`config.mk`:
```
export PLATFORM = sky130hd
export DESIGN_NAME = hdsiso_phase_seq
export DESIGN_NICKNAME = d
export VERILOG_FILES = /design/src/rtl/hdsiso_pkg.sv /design/src/rtl/hdsiso_lfsr15.sv /design/src/rtl/hdsiso_phase_seq.sv
export SDC_FILE = /design/constraint.sdc
export NUM_CORES = 1
export LEC_CHECK = 0
export ABC_AREA = 1
export BUFFER_PORTS_ARGS = -buffer_cell sky130_fd_sc_hd__buf_2
export CORE_MARGIN = 2
export CORE_UTILIZATION = 50
export DETAILED_ROUTE_END_ITERATION = 12
export HOLD_SLACK_MARGIN = 0.08
export PLACE_DENSITY_LB_ADDON = 0.15
export SLEW_MARGIN = 5
export SYNTH_ARGS = -nofsm -noshare
export SYNTH_HDL_FRONTEND = slang
export SYNTH_HIERARCHICAL = 1
export SYNTH_SLANG_ARGS = --single-unit
export TNS_END_PERCENT = 5
```
`constraint.sdc`:
```
create_clock -name clk -period 2 [get_ports clk]
set_input_delay 0.2 -clock clk [delete_from_list [all_inputs] [get_ports clk]]
set_output_delay 0.2 -clock clk [all_outputs]
set_load 0.02 [all_outputs]
```
`src/rtl/hdsiso_pkg.sv`:
```
// Shared types and constants for the HD-SISO phase sequencer.
package hdsiso_pkg;

    typedef enum logic [1:0] {
        IDLE  = 2'd0,
        PULSE = 2'd1,
        GAP   = 2'd2
    } state_e;

    localparam int PHASES = 8;
    localparam int PH_W   = 3;
    localparam int GAP_W  = 4;

    // x^15 + x^14 + 1, Fibonacci form: feedback = q[14] ^ q[13]
    localparam int                LFSR_W        = 15;
    localparam int                TAP_HI        = 14;
    localparam int                TAP_LO        = 13;
    localparam logic [LFSR_W-1:0] LFSR_SEED_DEF = 15'h0001;

    function automatic logic [PH_W-1:0] bin2gray(input logic [PH_W-1:0] b);
        return b ^ (b >> 1);
    endfunction

endpackage

```
`src/rtl/hdsiso_lfsr15.sv`:
```
// 15-bit Fibonacci LFSR with a one-cycle strobe when an advance lands on SEED.
module hdsiso_lfsr15
    import hdsiso_pkg::*;
#(
    parameter logic [LFSR_W-1:0] SEED = LFSR_SEED_DEF
) (
    input  logic clk,
    input  logic rst_n,
    input  logic adv_i,
    output logic bit_o,
    output logic nxt_bit_o,
    output logic at_seed_o
);

    logic [LFSR_W-1:0] q_q, q_d;
    logic              at_seed_q, at_seed_d;

    // Next state: shift left, feed back the tap XOR; hold when not advancing
    always_comb begin
        q_d       = q_q;
        at_seed_d = 1'b0;
        if (adv_i) begin
            q_d       = {q_q[LFSR_W-2:0], q_q[TAP_HI] ^ q_q[TAP_LO]};
            at_seed_d = (q_d == SEED);
        end
    end

    // LFSR state and period strobe registers
    always_ff @(posedge clk or negedge rst_n) begin
        if (!rst_n) begin
            q_q       <= SEED;
            at_seed_q <= 1'b0;
        end else begin
            q_q       <= q_d;
            at_seed_q <= at_seed_d;
        end
    end

    assign bit_o     = q_q[LFSR_W-1];
    // Bit as it will be after this cycle's (possible) advance; lets the
    // sequencer load the post-advance bit on the same edge.
    assign nxt_bit_o = q_d[LFSR_W-1];
    assign at_seed_o = at_seed_q;

endmodule

```
`src/rtl/hdsiso_phase_seq.sv`:
```
// Reverse-order (7..0) non-overlapping stage pulse sequencer for the SISO
// latch array, with Gray phase output and serial data source selection.
module hdsiso_phase_seq
    import hdsiso_pkg::*;
#(
    parameter int                GAP_CYCLES = 1,
    parameter logic [LFSR_W-1:0] LFSR_SEED  = LFSR_SEED_DEF
) (
    input  logic              clk,
    input  logic              rst_n,
    input  logic              run,
    input  logic              lfsr_en,
    input  logic              din_sel,
    input  logic              d_in,
    output logic [PHASES-1:0] pulse,
    output logic [PH_W-1:0]   gray,
    output logic              d_src,
    output logic              shift_done,
    output logic              lfsr_bit,
    output logic              lfsr_period
);

    localparam bit               HAS_GAP  = (GAP_CYCLES != 0);
    localparam logic [GAP_W-1:0] GAP_LAST = GAP_W'(HAS_GAP ? GAP_CYCLES - 1 : 0);
    localparam logic [PH_W-1:0]  P_LAST   = PH_W'(PHASES - 1);

    state_e            state_q, state_d;
    logic [PH_W-1:0]   p_q, p_d;
    logic [GAP_W-1:0]  gcnt_q, gcnt_d;
    logic              step_en, eos, load_src, adv, nxt_bit;
    logic              d_src_q, d_src_d;
    logic [PHASES-1:0] pulse_q, pulse_d;
    logic [PH_W-1:0]   gray_q;
    logic              sd_q, sd_d;

    hdsiso_lfsr15 #(.SEED(LFSR_SEED)) u_lfsr (
        .clk       (clk),
        .rst_n     (rst_n),
        .adv_i     (adv),
        .bit_o     (lfsr_bit),
        .nxt_bit_o (nxt_bit),
        .at_seed_o (lfsr_period)
    );

    // Next-state: phase/gap counting, end-of-shift detection, run sampling
    always_comb begin
        state_d  = state_q;
        p_d      = p_q;
        gcnt_d   = gcnt_q;
        step_en  = 1'b0;
        eos      = 1'b0;
        load_src = 1'b0;
        case (state_q)
            IDLE: begin
                if (run) begin
                    state_d  = PULSE;
                    p_d      = '0;
                    load_src = 1'b1;
                end
            end
            PULSE: begin
                if (HAS_GAP) begin
                    state_d = GAP;
                    gcnt_d  = '0;
                end else begin
                    step_en = 1'b1;
                end
            end
            GAP: begin
                if (gcnt_q == GAP_LAST) step_en = 1'b1;
                else                    gcnt_d  = gcnt_q + 4'd1;
            end
            default: state_d = IDLE;
        endcase

        if (step_en) begin
            if (p_q != P_LAST) begin
                p_d     = p_q + 3'd1;
                state_d = PULSE;
            end else begin
                // run is only looked at here and in IDLE, so a shift never truncates
                eos      = 1'b1;
                p_d      = '0;
                state_d  = run ? PULSE : IDLE;
                load_src = run;
            end
        end
    end

    assign adv     = eos & lfsr_en;
    // nxt_bit already reflects this edge's advance, so a reload sees the new bit
    assign d_src_d = load_src ? (din_sel ? nxt_bit : d_in) : d_src_q;

    // Output decode from next state so pulse/shift_done come straight from flops
    always_comb begin
        pulse_d = '0;
        if (state_d == PULSE) pulse_d = 8'h80 >> p_d;
        sd_d = (p_d == P_LAST) &&
               ((!HAS_GAP && state_d == PULSE) ||
                ( HAS_GAP && state_d == GAP && gcnt_d == GAP_LAST));
    end

    // Sequencer state and registered outputs
    always_ff @(posedge clk or negedge rst_n) begin
        if (!rst_n) begin
            state_q <= IDLE;
            p_q     <= '0;
            gcnt_q  <= '0;
            d_src_q <= 1'b0;
            pulse_q <= '0;
            gray_q  <= '0;
            sd_q    <= 1'b0;
        end else begin
            state_q <= state_d;
            p_q     <= p_d;
            gcnt_q  <= gcnt_d;
            d_src_q <= d_src_d;
            pulse_q <= pulse_d;
            gray_q  <= bin2gray(p_d);
            sd_q    <= sd_d;
        end
    end

    assign pulse      = pulse_q;
    assign gray       = gray_q;
    assign d_src      = d_src_q;
    assign shift_done = sd_q;

endmodule

```
==> results.ini, run 1 <==
[global_routing]
antenna_found_initial=0
grt_use_total_pct=18.8
overflow=0
grt_pass1_wl_microns=5730
grt_pass1_vias=1287
grt_max_degree=38

[detailed_routing]
drc=0
avgViaCountPerCell=4.76
vias=1329
dr.pass1.iters=4
antenna_left=0
wl_per_cell_microns=11.8
drt_iter0_markers=78
wl_microns=3290

[yosys]
synth-compound-area-share_pct=6.25
synth_top_area_share_pct=50.6
synth_xor_area_share_pct=0.984
async_flop_share_pct=100
yosys-top-cells-count=nand2_1 (54), dfrtp_1 (36), inv_1 (35), nor2_1 (20), o21ai_0 (14)
ys_ff_latch=37
synth_cells=205
yosysMostFrequentCell=nand2_1
ys_types=26
synth_mux_area_share_pct=0.562
synth_top_family_by_area=simple AND/OR/NAND/NOR gates
netlist_area_sq_mm=0.00178
synth_top_flop_cell=dfrtp_1
synth_edf_count=0
yosys.area_share.simple_pct=23.1
yosysTopAreaCell=dfrtp_1
synth_area_leaders=dfrtp_1 (51%), nand2_1 (11%), ha_1 (7.7%), inv_1 (7.4%), nor2_1 (4.2%)
syn_nets=222
synth-seq-area-share_pct=52.1
syn_area_per_cell_sq_um=8.69
yosys_warnings=6
synthAdderAreaFrac_pct=7.73

[clock_network]
clk_pin_slew_worst_paths_ns=0.11
htreeDepth=2
cts_root_buf=clkbuf_4
cts_made_buffers=5
cts_buffer_depth=2
cts_tree=done
cts_sinks=37
insertion_delay_ns=0.36

[floorplan]
ios=21
initial_core_util_pct=52.5
die_x_microns=63.7
die_height_microns=63.7
rows=21
design.core.area_sq_mm=0.00339
dieArea_sq_mm=0.00405

[placed_design]
gp_congestion=0.766
io_buffers=20
place_ws_ns=0.0802
dp_hpwl_microns=2370

[final_layout]
final_nets=250
n_fill_cell=304
seqCellArea_sq_um=927
diodes=0
drive_gt1_share_pct=18.9
multi_input_area_sq_um=706
area_growth_pct=14.8

[setup_path]
critPathArrivalTime_ns=2.08
cp.required_ns=2.27
crit_type=flip-flop to flip-flop
r2r.worst_path.cells=12
startpoint=state_q[0]$_DFF_PN0_
rrSetupSlack_ns=0.19
critPathMaxFanout=9
worstSetupStartpointType=flip-flop
critPathCapture=shift_done$_DFF_PN0_
end_kind=flip-flop
r2r-start=state_q[0]$_DFF_PN0_
r2r_end=shift_done$_DFF_PN0_

[timing]
max_slew_margin_pct=46.9
fin_ws_ns=0.189
finalCriticalPeriod_ns=1.81
setup_viol=0
clock.fmax_mhz=552
hold_viol_final=0
final-max-slew-violation-count=0
worstMarginPinSlew_ns=0.797
min_period_over_period_pct=90.6
tns_ns=0
whs_ns=0.145
clock_skew_ns=0.0150
rsz0062_at_grt=no

[hold_path]
hold_path.class=input port to flip-flop
hp-start=d_in

[power]
p_per_area_mw_per_mm2=1200
leakage_uw=0.00110
vdd_drop_max_v=0.000871
power_uw=2450

[outcome]
status=finished, final reports clean

[flow_run]
drv_cap=0

[per-stage QoR]
step / utilization, % / instance area [sq um] / cells
floorplan: - / 1780 / 205
global placement: 57.1 / 1940 / 270
detailed placement: 57.1 / 1940 / 270
CTS: 59.5 / 2020 / 278
global route: 60.3 / 2040 / 279
finish: 60.3 / 2040 / 279
[final cells by class]
type	count	area share, %
Inverter	37	6.86
Clock buffer	5	1.84
Multi-Input combinational cell	127	34.5
Timing Repair Buffer	25	6.86
Tap cell	46	2.82
Sequential cell	37	45.4
Clock inverter	2	1.71
[power breakdown]
group / total, uW / switching [uW] / internal (uW) / leakage (uW)
clock: 499 / 245 / 254 / 0.0000410
sequential: 986 / 80.4 / 906 / 0.000474
combinational: 968 / 646 / 322 / 0.000590
total: 2450 / 971 / 1480 / 0.00110
[critical path, stage by stage (launching register included)]
cell	delay [ns]
dfrtp_1	0.40
inv_1	0.10
ha_2	0.22
nand3_4	0.14
nor2_1	0.14
inv_1	0.08
nand2_1	0.11
inv_1	0.09
ha_1	0.21
nand2_1	0.07
nor2_1	0.04
nand3_1	0.08
nor2_1	0.04
[cells by family (layout without fill, tap and decap cells)]
| logic type | count (synthesis) | count (layout) |
|---|---|---|
| XOR/XNOR | 2 | 2 |
| flip-flops | 37 | 37 |
| AO/OA/AOI/OAI | 21 | 21 |
| buffers and inverters | 41 | 69 |
| multiplexers | 1 | 1 |
| AND/OR/NAND/NOR | 92 | 92 |
| adder cells (fa/ha/maj) | 11 | 11 |
[placed cells by master, fill, tap and decap left out]
cell type,synthesis,routed
dfstp_2,1,1
nor2_4,1,1
ha_4,0,1
or2_2,1,1
nand4_1,2,2
nand3b_1,1,1
or2_1,1,1
ha_2,0,1
nand2_1,54,54
inv_2,1,1
nand3_1,8,8
nor2_1,20,19
buf_2,2,20
nand2_4,2,2
o21ai_2,1,1
dfrtp_1,36,36
nor2_2,0,1
dlygate4sd3_1,0,1
a21oi_1,2,2
inv_1,35,35
xor2_1,2,2
bufinv_16,0,1
nand3_2,1,1
o21a_1,1,1
o21ai_0,14,13
clkbuf_4,0,5
nand3_4,1,1
ha_1,11,9
o21ai_1,3,4
clkinv_2,1,2
buf_4,2,4
mux2i_1,1,1
[what timing repair did]
| item | in CTS | in global routing |
|---|---|---|
| endpoints found under the setup margin | 0 | 15 |
| resized for setup | 0 | 5 |
| setup buffers | 0 | 1 |
| hold buffers | 1 | 0 |
| endpoints found under the hold margin | 36 | 0 |
[how the worst min path moves through the flow]
stage | endpoint | cells after the start
after detailed placement | u_lfsr/q_q[2]$_DFFE_PN0P_ | 1
after global placement | u_lfsr/q_q[1]$_DFFE_PN0P_ | 1
final | d_src$_DFFE_PN0P_ | 3
after global routing | d_src$_DFFE_PN0P_ | 3
after CTS | d_src$_DFFE_PN0P_ | 3
after floorplan | d_src$_DFFE_PN0P_ | 0
[sequential cells by signal, indices dropped and copies added, names as in the netlist]
name	count
state_q	2
gray	3
pulse	8
u_lfsr/at_seed_o	1
u_lfsr/q_q	15
p_q	2
d_src	1
gcnt_q	4
shift_done	1
[layer usage]
layer / vias up / GRT usage [%] / part of all wire [%]
met5: - / 0 / 0
met4: 0 / 9.78 / 2.6
met3: 12 / 4.29 / 4.7
met2: 36 / 31.3 / 51
met1: 607 / 22.5 / 42
li1: 674 / - / -
Power figures use the tool's default switching activity.
==> run 2, diff against run 1 <==
--- a/config.mk
+++ b/config.mk
@@ -11,7 +11,7 @@
 export CORE_UTILIZATION = 50
 export DETAILED_ROUTE_END_ITERATION = 12
 export HOLD_SLACK_MARGIN = 0.08
-export PLACE_DENSITY_LB_ADDON = 0.15
+export PLACE_DENSITY = 0.76
 export SLEW_MARGIN = 5
 export SYNTH_ARGS = -nofsm -noshare
 export SYNTH_HDL_FRONTEND = slang
==> run 2 against run 1 <==
  * Register-to-register slack better by 0.02 ns
  * First-iteration DRC count up 18%
  * Sequential power about the same
  * Combinational power up 0.4%
  * Critical path depth down 1
  * Via count down 1.8%
  * Non-clock buffer count up 2
  * Flip-flop and latch count unchanged
  * Clock skew down 0.0061 ns
  * Design area up 0.67%
  * Routed wire length down 9.1%
==> results.ini, run 2 (same netlist as run 1, synthesis figures left out) <==
[final_layout]
area_growth_pct=15.5
design_area_sq_mm=0.00206  ; +0.67%
drive_gt1_share_pct=22.0  ; +3.1 points
final_nets=252  ; +0.80%
layout_common_cells=nand2_1 (53), dfrtp_1 (35), inv_1 (33)
largest_register=u_lfsr/q_q
fin_util_pct=60.7  ; +0.41 points
diodes=0  ; unchanged
n_fill_cell=287  ; -5.6%
seqCellArea_sq_um=928  ; +0.13%
largest_reg_flops=15  ; unchanged
multi_input_area_sq_um=711  ; +0.71%
final_common_cell=nand2_1

[setup_path]
critPathCapture=shift_done$_DFF_PN0_
end_kind=flip-flop
cp.required_ns=2.27  ; about the same
r2r_end=shift_done$_DFF_PN0_
worstSetupStartpointType=flip-flop
r2r-start=state_q[0]$_DFF_PN0_
critPathMaxFanout=9  ; unchanged
critPathArrivalTime_ns=2.07  ; about the same
r2r.worst_path.cells=11  ; -1
critPathSlowestCell=dfrtp_1
crit_buf_inv=2  ; -1
cp.depth=11  ; -1
rrSetupSlack_ns=0.21  ; +0.02 ns
crit_type=flip-flop to flip-flop
startpoint=state_q[0]$_DFF_PN0_
critPathMaxStageDelay_ns=0.40  ; about the same
crit_family=simple AND/OR/NAND/NOR gates
path_cells=inv_1 > ha_2 > nand3_4 > o21ai_1 > nand2_1 > inv_2 > ha_2 > nand2_1 > nor2_1 > nand3_1 > nor2_1

[hold_path]
hold_path.class=input port to flip-flop

[clock_network]
cts_root_buf=clkbuf_4
cts_buffer_depth=2  ; unchanged
cts_made_buffers=5  ; unchanged
htreeDepth=2  ; unchanged
clk_pin_slew_worst_paths_ns=0.11  ; about the same
cts_tree=done
cts_sinks=37  ; unchanged
insertion_delay_ns=0.34  ; -0.02 ns

[detailed_routing]
wl_per_cell_microns=10.6  ; -10%
wl_microns=2990  ; -9.1%
vias=1305  ; -1.8%
drc=0  ; unchanged
antenna_left=0  ; unchanged
avgViaCountPerCell=4.63  ; -2.9%
dr.pass1.iters=4  ; unchanged
drt_iter0_markers=92  ; +18%

[timing]
clock_skew_ns=0.00892  ; -0.00610 ns
setup_viol=0  ; unchanged
tns_ns=0  ; unchanged
rsz0062_at_grt=no
worstMarginPinSlew_ns=0.790  ; -0.00693 ns
max_slew_margin_pct=47.3  ; +0.46 points
final-max-slew-violation-count=0  ; unchanged
clock.fmax_mhz=558  ; +1.0%
min_period_over_period_pct=89.6  ; -0.91 points
finalCriticalPeriod_ns=1.79  ; -0.0182 ns
hold_viol_final=0  ; unchanged

[power]
p_int_uw=1420  ; -4.4%
leakage_uw=0.00111  ; +0.28%
switching_share_pct=40.4  ; +0.77 points
vdd_drop_max_v=0.000701  ; -20%
pwr-share-clk_pct=17.7  ; -2.6 points
p_per_area_mw_per_mm2=1150  ; -3.8%
seqPwrFrac_pct=41.4  ; +1.2 points
combinationalPowerShare_pct=40.9  ; +1.4 points
p_sw_uw=959  ; -1.3%
power_uw=2380  ; -3.2%

[global_routing]
grt_pass1_wl_microns=5400  ; -5.9%
overflow=0  ; unchanged
antenna_found_initial=0  ; unchanged
grt_max_degree=38  ; unchanged
grt_use_total_pct=17.1  ; -1.6 points
grt_pass1_vias=1296  ; +0.70%

[floorplan]
initial_core_util_pct=52.5  ; unchanged
ios=21  ; unchanged
die_height_microns=63.7  ; unchanged
dieArea_sq_mm=0.00405  ; unchanged
design.core.area_sq_mm=0.00339  ; unchanged
die_x_microns=63.7  ; unchanged
rows=21  ; unchanged

[placed_design]
gp_congestion=0.798  ; +4.2%
io_buffers=20  ; unchanged
dp_hpwl_microns=2180  ; -8.4%
dpl_cell_area_sq_mm=0.00195  ; +0.78%

[flow_run]
drv_cap=0  ; unchanged

[outcome]
status=finished, final reports clean

run 2: area by class of cell:
class	instances	area share (%)
Clock inverter	2	0.669
Inverter	37	6.81
Sequential cell	37	45.1
Tap cell	46	2.80
Timing Repair Buffer	27	7.54
Clock buffer	6	2.49
Multi-Input combinational cell	127	34.5
run 2: how the worst min path moves through the flow:
stage / from / end / cells after the start
detailed placement: rst_n / u_lfsr/q_q[1]$_DFFE_PN0P_ / 1
CTS: d_in / d_src$_DFFE_PN0P_ / 3
global placement: rst_n / u_lfsr/q_q[1]$_DFFE_PN0P_ / 1
floorplan: rst_n / d_src$_DFFE_PN0P_ / 0
global route: d_in / d_src$_DFFE_PN0P_ / 3
finish: d_in / d_src$_DFFE_PN0P_ / 3
run 2: repair_timing:
| action | CTS | global route |
|---|---|---|
| hold buffers | 1 | 0 |
| setup buffers | 0 | 1 |
| resized for setup | 0 | 10 |
| endpoints found under the hold margin | 36 | 0 |
| endpoints found under the setup margin | 0 | 14 |
run 2: tightest hold or removal path, stage by stage:
cell     delay [ns]
buf_2          0.08
mux2i_1        0.05
o21ai_1        0.12
run 2: routing by layer:
layer	GRT usage, %	up-vias	part of all wire [%]
met3	5.54	10	5.3
met4	7.07	0	2.1
met1	21.3	579	46
met2	27.4	29	47
li1	-	687	-
met5	0	-	0
run 2: through the flow:
step                      hold slack [ns]  std cells  setup slack, ns
final                               0.145        282            0.207
after global routing                0.161        282           0.0261
after CTS                           0.138        281           0.0316
after detailed placement            0.340        272           0.0659
after global placement              0.320        272            0.144
after floorplan                   -0.0956        205            0.227
run 2: power groups by stage:
stage                     Clock [uW]  Combinational (uW)  Sequential (uW)
after floorplan                    0                 632             1060
after global placement             0                 942              996
after detailed placement           0                 954              999
after CTS                        437                 972              983
after global routing             471                1110             1000
final                            421                 972              983
==> run 3, diff against run 2 <==
--- a/config.mk
+++ b/config.mk
@@ -11,7 +11,7 @@
 export CORE_UTILIZATION = 50
 export DETAILED_ROUTE_END_ITERATION = 12
 export HOLD_SLACK_MARGIN = 0.08
-export PLACE_DENSITY = 0.76
+export PLACE_DENSITY = 0.79
 export SLEW_MARGIN = 5
 export SYNTH_ARGS = -nofsm -noshare
 export SYNTH_HDL_FRONTEND = slang
==> constraint.sdc (replaced) <==
create_clock -name clk -period 1.5 [get_ports clk]
set_input_delay 0.15 -clock clk [delete_from_list [all_inputs] [get_ports clk]]
set_output_delay 0.15 -clock clk [all_outputs]
set_load 0.02 [all_outputs]
==> run 3 against run 2 <==
  * The flow now finishes with violations (negative setup slack)
  * Maximum frequency rose by 7.0%
  * Combinational power rose by 85%
  * Core utilization rose by 5.7 points
  * Largest power group is now combinational logic
==> results.ini, run 3 (same netlist as run 1, synthesis figures left out) <==
[power]
switching_share_pct=41.0  ; +0.65 points
power_uw=3620  ; +52%
pwr-share-clk_pct=13.9  ; -3.8 points
vdd_drop_max_v=0.00135  ; +93%
leakage_uw=0.00119  ; +7.3%
p_per_area_mw_per_mm2=1610  ; +39%
seqPwrFrac_pct=36.4  ; -5.0 points
p_sw_uw=1480  ; +55%
combinationalPowerShare_pct=49.7  ; +8.8 points
p_int_uw=2130  ; +51%

[detailed_routing]
dr.pass1.iters=4  ; unchanged
wl_per_cell_microns=11.7  ; +11%
antenna_left=0  ; unchanged
drt_iter0_markers=71  ; -23%
vias=1401  ; +7.4%
drc=0  ; unchanged
wl_microns=3510  ; +17%
avgViaCountPerCell=4.69  ; +1.3%

[global_routing]
overflow=0  ; unchanged
grt_pass1_wl_microns=5930  ; +10%
grt_pass1_vias=1384  ; +6.8%
antenna_found_initial=0  ; unchanged
grt_max_degree=38  ; unchanged
grt_use_total_pct=19.2  ; +2.1 points

[floorplan]
die_x_microns=63.7  ; unchanged
ios=21  ; unchanged
rows=21  ; unchanged
design.core.area_sq_mm=0.00339  ; unchanged
die_height_microns=63.7  ; unchanged
initial_core_util_pct=52.5  ; unchanged
dieArea_sq_mm=0.00405  ; unchanged

[final_layout]
final_nets=269  ; +6.7%
diodes=0  ; unchanged
final_common_cell=nand2_1
drive_gt1_share_pct=32.4  ; +10 points
area_growth_pct=26.4
largest_register=u_lfsr/q_q
largest_reg_flops=15  ; unchanged
layout_common_cells=nand2_1 (50), dfrtp_1 (36), inv_1 (28)

[clock_network]
cts_sinks=37  ; unchanged
cts_buffer_depth=2  ; unchanged
clk_pin_slew_worst_paths_ns=0.11  ; about the same
cts_tree=done
cts_made_buffers=5  ; unchanged
htreeDepth=2  ; unchanged
insertion_delay_ns=0.35  ; about the same
cts_root_buf=clkbuf_4

[timing]
setup_viol=26  ; +26
tns_ns=-2.68  ; -2.68 ns
worstMarginPinSlew_ns=0.452  ; -0.338 ns
rsz0062_at_grt=yes
fin_ws_ns=-0.175  ; -0.382 ns
min_period_over_period_pct=112  ; +22 points
clock.fmax_mhz=597  ; +7.0%
max_slew_margin_pct=69.9  ; +23 points
hold_viol_final=0  ; unchanged
clock_skew_ns=0.0101  ; +0.00119 ns
final-max-slew-violation-count=0  ; unchanged
finalCriticalPeriod_ns=1.67  ; -0.118 ns

[setup_path]
end_kind=flip-flop
critPathArrivalTime_ns=1.96  ; -0.11 ns
r2r.worst_path.cells=12  ; +1
crit_type=flip-flop to flip-flop
worstSetupStartpointType=flip-flop
rrSetupSlack_ns=-0.17  ; -0.38 ns
critPathMaxFanout=8  ; -1
cp.required_ns=1.78  ; -0.49 ns

[placed_design]
dp_hpwl_microns=2420  ; +11%
gp_congestion=0.815  ; +2.1%
io_buffers=20  ; unchanged

[hold_path]
hold_path.class=input port to flip-flop
whs_path_depth=3  ; unchanged

[flow_run]
drv_cap=0  ; unchanged

[outcome]
status=complete, but fails checks
violations=negative setup slack

-- run 3: final timing paths --
check | to | startpoint
max | pulse[4]$_DFF_PN0_ | state_q[0]$_DFF_PN0_
min | d_src$_DFFE_PN0P_ | d_in
max reg2reg | pulse[4]$_DFF_PN0_ | state_q[0]$_DFF_PN0_
min reg2reg | u_lfsr/q_q[10]$_DFFE_PN0P_ | u_lfsr/q_q[9]$_DFFE_PN0P_
max in group asynchronous | u_lfsr/q_q[0]$_DFFE_PN1P_ | rst_n
min in group asynchronous | gcnt_q[2]$_DFF_PN0_ | rst_n
-- run 3: cell type report --
type	instances	area, sq um
clock buffer	6	41.3
timing repair buffer	44	287
fill	262	1140
clock inverter	2	10.0
inverter	37	140
sequential	37	927
multi-input combinational	127	787
tap	46	57.6
-- run 3: per-stage QoR --
step                      cell area (sq um)  worst slack, ns  utilization [%]  std cells  hold WS, ns
after floorplan                        1820           -0.123                -        205       -0.146
after global placement                 2070           -0.153             61.2        284        0.216
after detailed placement               2070           -0.216             61.2        284        0.221
after CTS                              2210           -0.138             65.3        298        0.102
after global routing                   2250           -0.265             66.4        299        0.114
final                                  2250           -0.175             66.4        299       0.0963
-- run 3: layer usage --
layer | global-route usage (%) | share of wire (%) | up-vias
met5 | 0 | 0 | -
met4 | 5.71 | 2.1 | 0
met3 | 5.36 | 3.6 | 8
met2 | 34.2 | 51 | 27
met1 | 22.3 | 43 | 652
li1 | - | - | 714
-- run 3: critical path: stages (launching register included) --
cell and delay [ns]:
dfrtp_1 0.41, inv_2 0.09, ha_2 0.19, nand2_2 0.07, buf_4 0.14, buf_4 0.13, nand2_1 0.06, nand3b_1 0.08
nand2_1 0.09, nand2_2 0.07, clkinv_2 0.07, nand2_4 0.08, nor2_1 0.13
-- run 3: power by group through the flow --
stage / logic, uW / registers [uW] / clock network, uW
floorplan: 877 / 1420 / 0
global placement: 1410 / 1320 / 0
detailed placement: 1460 / 1330 / 0
CTS: 1630 / 1320 / 516
global route: 1980 / 1340 / 560
finish: 1800 / 1320 / 502
-- run 3: what timing repair did --
action	in CTS	in global routing
endpoints found under the hold margin	36	0
setup buffers	5	1
hold buffers	1	0
gates resized for setup	12	6
pin swaps	9	3
endpoints found under the setup margin	26	28
